$ cat src/rtl/mole_pkg.sv
// Shared state type, dwell limits and counter width for the mole dwell timer.
package mole_pkg;

  localparam int MWAIT_W = 3;

  typedef enum logic [1:0] {
    ARM     = 2'd0,
    COUNT   = 2'd1,
    EXPIRED = 2'd2,
    HIT     = 2'd3
  } mole_state_t;

  localparam logic [MWAIT_W-1:0] LIMIT_L0 = 3'd7;
  localparam logic [MWAIT_W-1:0] LIMIT_L1 = 3'd5;
  localparam logic [MWAIT_W-1:0] LIMIT_L2 = 3'd4;
  localparam logic [MWAIT_W-1:0] LIMIT_L3 = 3'd2;

  function automatic logic [MWAIT_W-1:0] dwell_limit(input logic [1:0] level);
    case (level)
      2'd0:    dwell_limit = LIMIT_L0;
      2'd1:    dwell_limit = LIMIT_L1;
      2'd2:    dwell_limit = LIMIT_L2;
      default: dwell_limit = LIMIT_L3;
    endcase
  endfunction

endpackage

$ cat src/rtl/mole_hit_sync.sv
// Turns the raw player hit into a single-cycle hit_evt on its rising edge.
// Define MOLE_HIT_SYNC_EN to insert a 2-flop synchronizer ahead of the edge detector.
module mole_hit_sync (
  input  logic CLOCK_WAIT,
  input  logic Mreset_wait,
  input  logic hit,
  output logic hit_evt
);

  logic samp;
  logic primed;
  logic prev_q, prev_d;

`ifdef MOLE_HIT_SYNC_EN
  logic [1:0] sync_q, sync_d;
  logic [2:0] vld_q, vld_d;

  // vld_q marks when sync and prev hold real post-reset samples rather than reset zeros
  always_comb begin
    sync_d = {sync_q[0], hit};
    vld_d  = {vld_q[1:0], 1'b1};
  end

  always_ff @(posedge CLOCK_WAIT or posedge Mreset_wait) begin
    if (Mreset_wait) begin
      sync_q <= 2'b00;
      vld_q  <= 3'b000;
    end else begin
      sync_q <= sync_d;
      vld_q  <= vld_d;
    end
  end

  assign samp   = sync_q[1];
  assign primed = vld_q[2];
`else
  logic vld_q, vld_d;

  always_comb begin
    vld_d = 1'b1;
  end

  always_ff @(posedge CLOCK_WAIT or posedge Mreset_wait) begin
    if (Mreset_wait) begin
      vld_q <= 1'b0;
    end else begin
      vld_q <= vld_d;
    end
  end

  assign samp   = hit;
  assign primed = vld_q;
`endif

  always_comb begin
    prev_d = samp;
  end

  always_ff @(posedge CLOCK_WAIT or posedge Mreset_wait) begin
    if (Mreset_wait) begin
      prev_q <= 1'b0;
    end else begin
      prev_q <= prev_d;
    end
  end

  // A hit already high when reset releases has no low prior sample, so it never fires
  assign hit_evt = samp & ~prev_q & primed;

endmodule

$ cat src/rtl/mole_dwell_timer.sv
// Counts how long a fully raised mole stays up and reports expiry or a whack.
// Hit latency depends on MOLE_HIT_SYNC_EN (see mole_hit_sync).
module mole_dwell_timer
  import mole_pkg::*;
(
  input  logic               CLOCK_WAIT,
  input  logic               Mreset_wait,
  input  logic [1:0]         level,
  input  logic               pause,
  input  logic               hit,
  output logic [MWAIT_W-1:0] Mwait,
  output logic               dwell_done,
  output logic               whacked,
  output logic               hit_pulse
);

  mole_state_t        state_q, state_d;
  logic [MWAIT_W-1:0] mwait_q, mwait_d;
  logic [MWAIT_W-1:0] limit_q, limit_d;
  logic [MWAIT_W-1:0] mwait_inc;
  logic               hit_pulse_q, hit_pulse_d;
  logic               hit_evt;

  mole_hit_sync u_hit_sync (
    .CLOCK_WAIT  (CLOCK_WAIT),
    .Mreset_wait (Mreset_wait),
    .hit         (hit),
    .hit_evt     (hit_evt)
  );

  always_ff @(posedge CLOCK_WAIT or posedge Mreset_wait) begin
    if (Mreset_wait) begin
      state_q     <= ARM;
      mwait_q     <= '0;
      limit_q     <= '0;
      hit_pulse_q <= 1'b0;
    end else begin
      state_q     <= state_d;
      mwait_q     <= mwait_d;
      limit_q     <= limit_d;
      hit_pulse_q <= hit_pulse_d;
    end
  end

  // A hit event always beats both counting and expiry on the same edge
  always_comb begin
    state_d   = state_q;
    mwait_d   = mwait_q;
    limit_d   = limit_q;
    mwait_inc = mwait_q + MWAIT_W'(1);
    case (state_q)
      ARM: begin
        if (hit_evt) begin
          state_d = HIT;
        end else begin
          limit_d = dwell_limit(level);
          state_d = COUNT;
        end
      end
      COUNT: begin
        if (hit_evt) begin
          state_d = HIT;
        end else if (!pause && (mwait_q != limit_q)) begin
          mwait_d = mwait_inc;
          if (mwait_inc == limit_q) begin
            state_d = EXPIRED;
          end
        end
      end
      default: begin
      end
    endcase
    hit_pulse_d = (state_d == HIT) && (state_q != HIT);
  end

  assign Mwait      = mwait_q;
  assign dwell_done = (state_q == EXPIRED) || (state_q == HIT);
  assign whacked    = (state_q == HIT);
  assign hit_pulse  = hit_pulse_q;

endmodule

$ cat config.mk
export PLATFORM = sky130hd
export DESIGN_NAME = mole_dwell_timer
export DESIGN_NICKNAME = d
export VERILOG_FILES = /design/src/rtl/mole_pkg.sv /design/src/rtl/mole_hit_sync.sv /design/src/rtl/mole_dwell_timer.sv
export SDC_FILE = /design/constraint.sdc
export NUM_CORES = 1
export LEC_CHECK = 0
export BUFFER_PORTS_ARGS = -buffer_cell sky130_fd_sc_hd__buf_2
export CAP_MARGIN = 20
export CORE_AREA = 2 2 39 41
export DETAILED_ROUTE_END_ITERATION = 12
export DIE_AREA = 0 0 41 43
export GPL_ROUTABILITY_DRIVEN = 0
export HOLD_SLACK_MARGIN = 0.03
export PLACE_DENSITY = 0.65
export SYNTH_ARGS = -nofsm -noshare
export SYNTH_HDL_FRONTEND = slang
export SYNTH_SLANG_ARGS = --single-unit
$ cat constraint.sdc
create_clock -name CLOCK_WAIT -period 2 [get_ports CLOCK_WAIT]
set_input_delay 0.3 -clock CLOCK_WAIT [delete_from_list [all_inputs] [get_ports CLOCK_WAIT]]
set_output_delay 0.3 -clock CLOCK_WAIT [all_outputs]
set_load 0.03 [all_outputs]
Word-level counts from Yosys, hierarchy flattened. Cells that the tools add are included.

Input port bits: 6. Word-level logic and storage cells: 34. Register bits after elaboration: 11. Output and inout port bits: 6.

Reductions and logical operators: 8. Eq/ne operators: 9. Mux-type cells: 6. Add/sub/neg operators: 1. Bitwise operators: 4.

Operator list (number): $pmux W3 S3 (1); $eq A2 B2 Y1 const B (4); $mux W2 (4); $eq A2 B1 Y1 const B (2); $logic_not A2 Y1 (2); $pmux W2 S2 (1); $add A3 B1 Y3 const B (1); $eq A3 B3 Y1 (1); $ne A3 B3 Y1 (1); $reduce_and A3 Y1 (1); $and A1 B1 Y1 (2); $logic_and A1 B1 Y1 (2); $ne A2 B2 Y1 const B (1); $not A1 Y1 (2); $reduce_and A2 Y1 (1); $logic_not A1 Y1 (1); $logic_or A1 B1 Y1 (1).

Depth between registers and ports, before layout.
Word-level depth: 8. Mapped depth: 5. Depth with buffers taken out: 5.

Modules after synthesis. Synthesis repeated with hierarchy kept, for this count alone.

Cells, all modules: 57. Area total of the unflattened synthesis: 584.3 um2.

Modules (own cells, without submodules): mole_dwell_timer (sequential area each 225.2 um2, area an instance 518.0 um2, instances 1, cells an instance 52); mole_hit_sync (sequential area each 50.0 um2, area an instance 66.3 um2, instances 1, cells an instance 5).

Worst setup path before layout. Ideal clock, no wire load.

Kind: register to register. Start: register mwait_q[0], in the netlist Mwait[0]. End: register mwait_q[1], in the netlist Mwait[1]. Data required time: 1875 ps. Data arrival time: 1517 ps. Stages on the path, launching flop included: 5. Setup time: 125 ps. Period minus slack after synthesis: 1642 ps. Slack: 358 ps. Path buffers: 0. Cell sequence: dfrtp_1 xnor2_1 and3_4 nor4_4 mux2_4.

Longest elaborated chain between the ends: 3. Elaborated cells on any way between the ends: 4. Those cells by class: add/sub: 1; eq/ne: 1; reduce/logical: 2.

RTL lines: start, declared (RTL line mole_dwell_timer.sv:18) `logic [MWAIT_W-1:0] mwait_q, mwait_d;`; start signal, assigned (RTL line mole_dwell_timer.sv:39) `mwait_q <= mwait_d;`; $ne A3 B3 Y1 (RTL line mole_dwell_timer.sv:63) `end else if (!pause && (mwait_q != limit_q)) begin`; $logic_and A1 B1 Y1 (RTL line mole_dwell_timer.sv:63); $reduce_and A3 Y1 (no line).

Several ways; a longest one is shown, not always the timed one. A chain may end at the register's enable or synchronous reset.

Worst setup path in the final report. Ends and elaborated chain as after synthesis.

==> impl_metrics.yaml <==
synthesis:
  yosys.cell_types.count: 20
  synth_top_area_frac: 0.487
  synth_cells: 48
  ys.warnings.count: 0
  avgSynthCellArea_sq_um: 11.8
  ys_ff_latch: 11
  syn_area_sq_um: 566
  synth_top_cell_by_area: "dfrtp_1"
  yosysSeqAreaShare: 0.487
  synthTopCellsByArea: "dfrtp_1 49%, ha_1 8.8%, xnor2_1 6.2%"
  syn_nets: 58
grt:
  track_usage: 0.137
  antenna_found_initial: 0
  grt_pass1_wl_microns: 1540
  gr-total-overflow: 0
  grt_pass1_vias: 370
  grt_max_degree: 12
finish:
  diodes: 0
  nets: 75
  synthToLayoutAreaGrowth_pct: 20.4
  drive_above_1_share: 0.328
  final_cell_mix: "11 x dfrtp_1, 11 x buf_2, 5 x nor2_1"
  stdcell_count: 80
sta:
  finalCriticalPeriod_ns: 1.58
  hold_viol: 0
  fmax_ghz: 0.632
  period_share: 0.792
  setup_violations: 0
  tns_ns: 0
  slew_violations: 0
  setup_slack_ns: 0.416
  skew_ns: 0.00212
  hold_slack_ns: 0.153
  rsz0062_at_grt: "false"
clock_tree:
  cts_tree: "done"
  clockRootBuffer: "clkbuf_4"
  clkTransAtPathRegs_ns: 0.07
  clock_path_buffers: 2
  cts.htree.levels: 1
  clkLatencyLatePin_ns: 0.27
  cts.sinks: 11
  postCtsSetupBuffers: 0
  cts_resized: 0
  cts_buffers: 3
floorplan:
  floorplan.die.width_microns: 41
  ioPinCount: 12
  dieHeight_microns: 43
  start_util: 0.409
  core_area_sq_um: 1380
  die_area_sq_um: 1760
  rows: 14
job:
  drv_cap: 0
detailed_routing:
  routedWlPerCell_microns: 11.6
  dr.first_iter.drc_count: 1
  drtPass1Iterations: 2
  vias: 385
  wl_microns: 929
  viasPerCell: 4.81
  ant_nets: 0
  drc_errors: 0
worst_setup_path:
  critPathLaunchType: "flip-flop"
  required_ns: 2.15
  crit_arrival_ns: 1.73
  cp-end-kind: "flip-flop"
  cp_max_fo: 4
  critPathKind: "reg2reg"
power_and_ir_drop:
  p_total_uw: 880
  ir_drop_mv: 0.650
  pwr_density_cell_nw_per_um2: 1290
  power.leakage_nw: 0.322
place:
  preCtsSetupSlack_ns: 0.429
  port_buffers: 11
  placedCellCount: 75
  dp_hpwl_microns: 715
min_path:
  hold_class: "in2reg"
outcome:
  status: "completed"
[layer usage]
layer	GRT usage	routed length, microns
met5	0	0
met2	0.209	500
met1	0.145	383
met4	0.120	12
met3	0.0314	33
[path summary, 6_finish.rpt]
path,from,depth (start not counted),slack [ns],endpoint
worst max-delay path,Mwait[0]$_DFFE_PP0P_,4,0.42,Mwait[1]$_DFFE_PP0P_
worst min-delay path,hit,1,0.15,u_hit_sync.prev_q$_DFF_PP0_
worst max register to register,Mwait[0]$_DFFE_PP0P_,4,0.42,Mwait[1]$_DFFE_PP0P_
worst min register to register,Mwait[2]$_DFFE_PP0P_,1,0.52,Mwait[2]$_DFFE_PP0P_
max in group asynchronous,Mreset_wait,3,1.15,Mwait[1]$_DFFE_PP0P_
min in group asynchronous,Mreset_wait,3,0.57,u_hit_sync.primed$_DFF_PP0_
[synth_stat cells (all sizes together)]
cell type	instances
a21oi	3
xor2	3
and2	1
dfrtp	11
and4bb	1
xnor2	4
nor2	5
ha	4
and3	1
o41ai	1
nor4	1
mux2	2
and3b	1
inv	3
or2b	1
conb	1
clkbuf	1
nor3	2
nor2b	2
[power by group]
group	internal [mW]	switching, mW	leakage, nW
logic	0.172	0.208	0.181
clock network	0.0772	0.0723	0.0150
registers	0.284	0.0657	0.126
total	0.534	0.346	0.322
[what timing repair did]
| item | in CTS | in global routing |
|---|---|---|
| endpoints found under the hold margin | 11 | 0 |
| setup endpoints to repair | 0 | 0 |
| hold buffers | 1 | 0 |
[layout make-up]
type,count,area [sq um]
tap,16,20.0
fill,141,703
timing repair buffer,13,72.6
multi-input combinational,33,275
clock buffer,4,26.3
sequential,11,275
inverter,3,11.3
[metrics by stage]
stage                     cell area [sq um]   util
after detailed placement                644  0.466
after CTS                               681  0.492
after floorplan                         566      -
after global placement                  644  0.466
final                                   681  0.492
after global routing                    681  0.492
[cells by family (layout without fill, tap and decap cells)]
group	after synthesis	count (layout)	share of synthesized area
AND/OR/NAND/NOR	15	15	0.195
adder cells (fa/ha/maj)	4	4	0.0885
buffers and inverters	4	20	0.0265
multiplexers	2	2	0.0465
AO/OA/AOI/OAI	4	4	0.0420
flip-flops	11	11	0.487
XOR/XNOR	7	7	0.108
other	1	1	0.00663
[worst max-delay path, cell delays in order (launching register included)]
cell     delay (ns)
dfrtp_1        0.43
xnor2_1        0.18
and3_4         0.21
nor4_4         0.31
mux2_4         0.34
(Power assumes the default switching activity.)
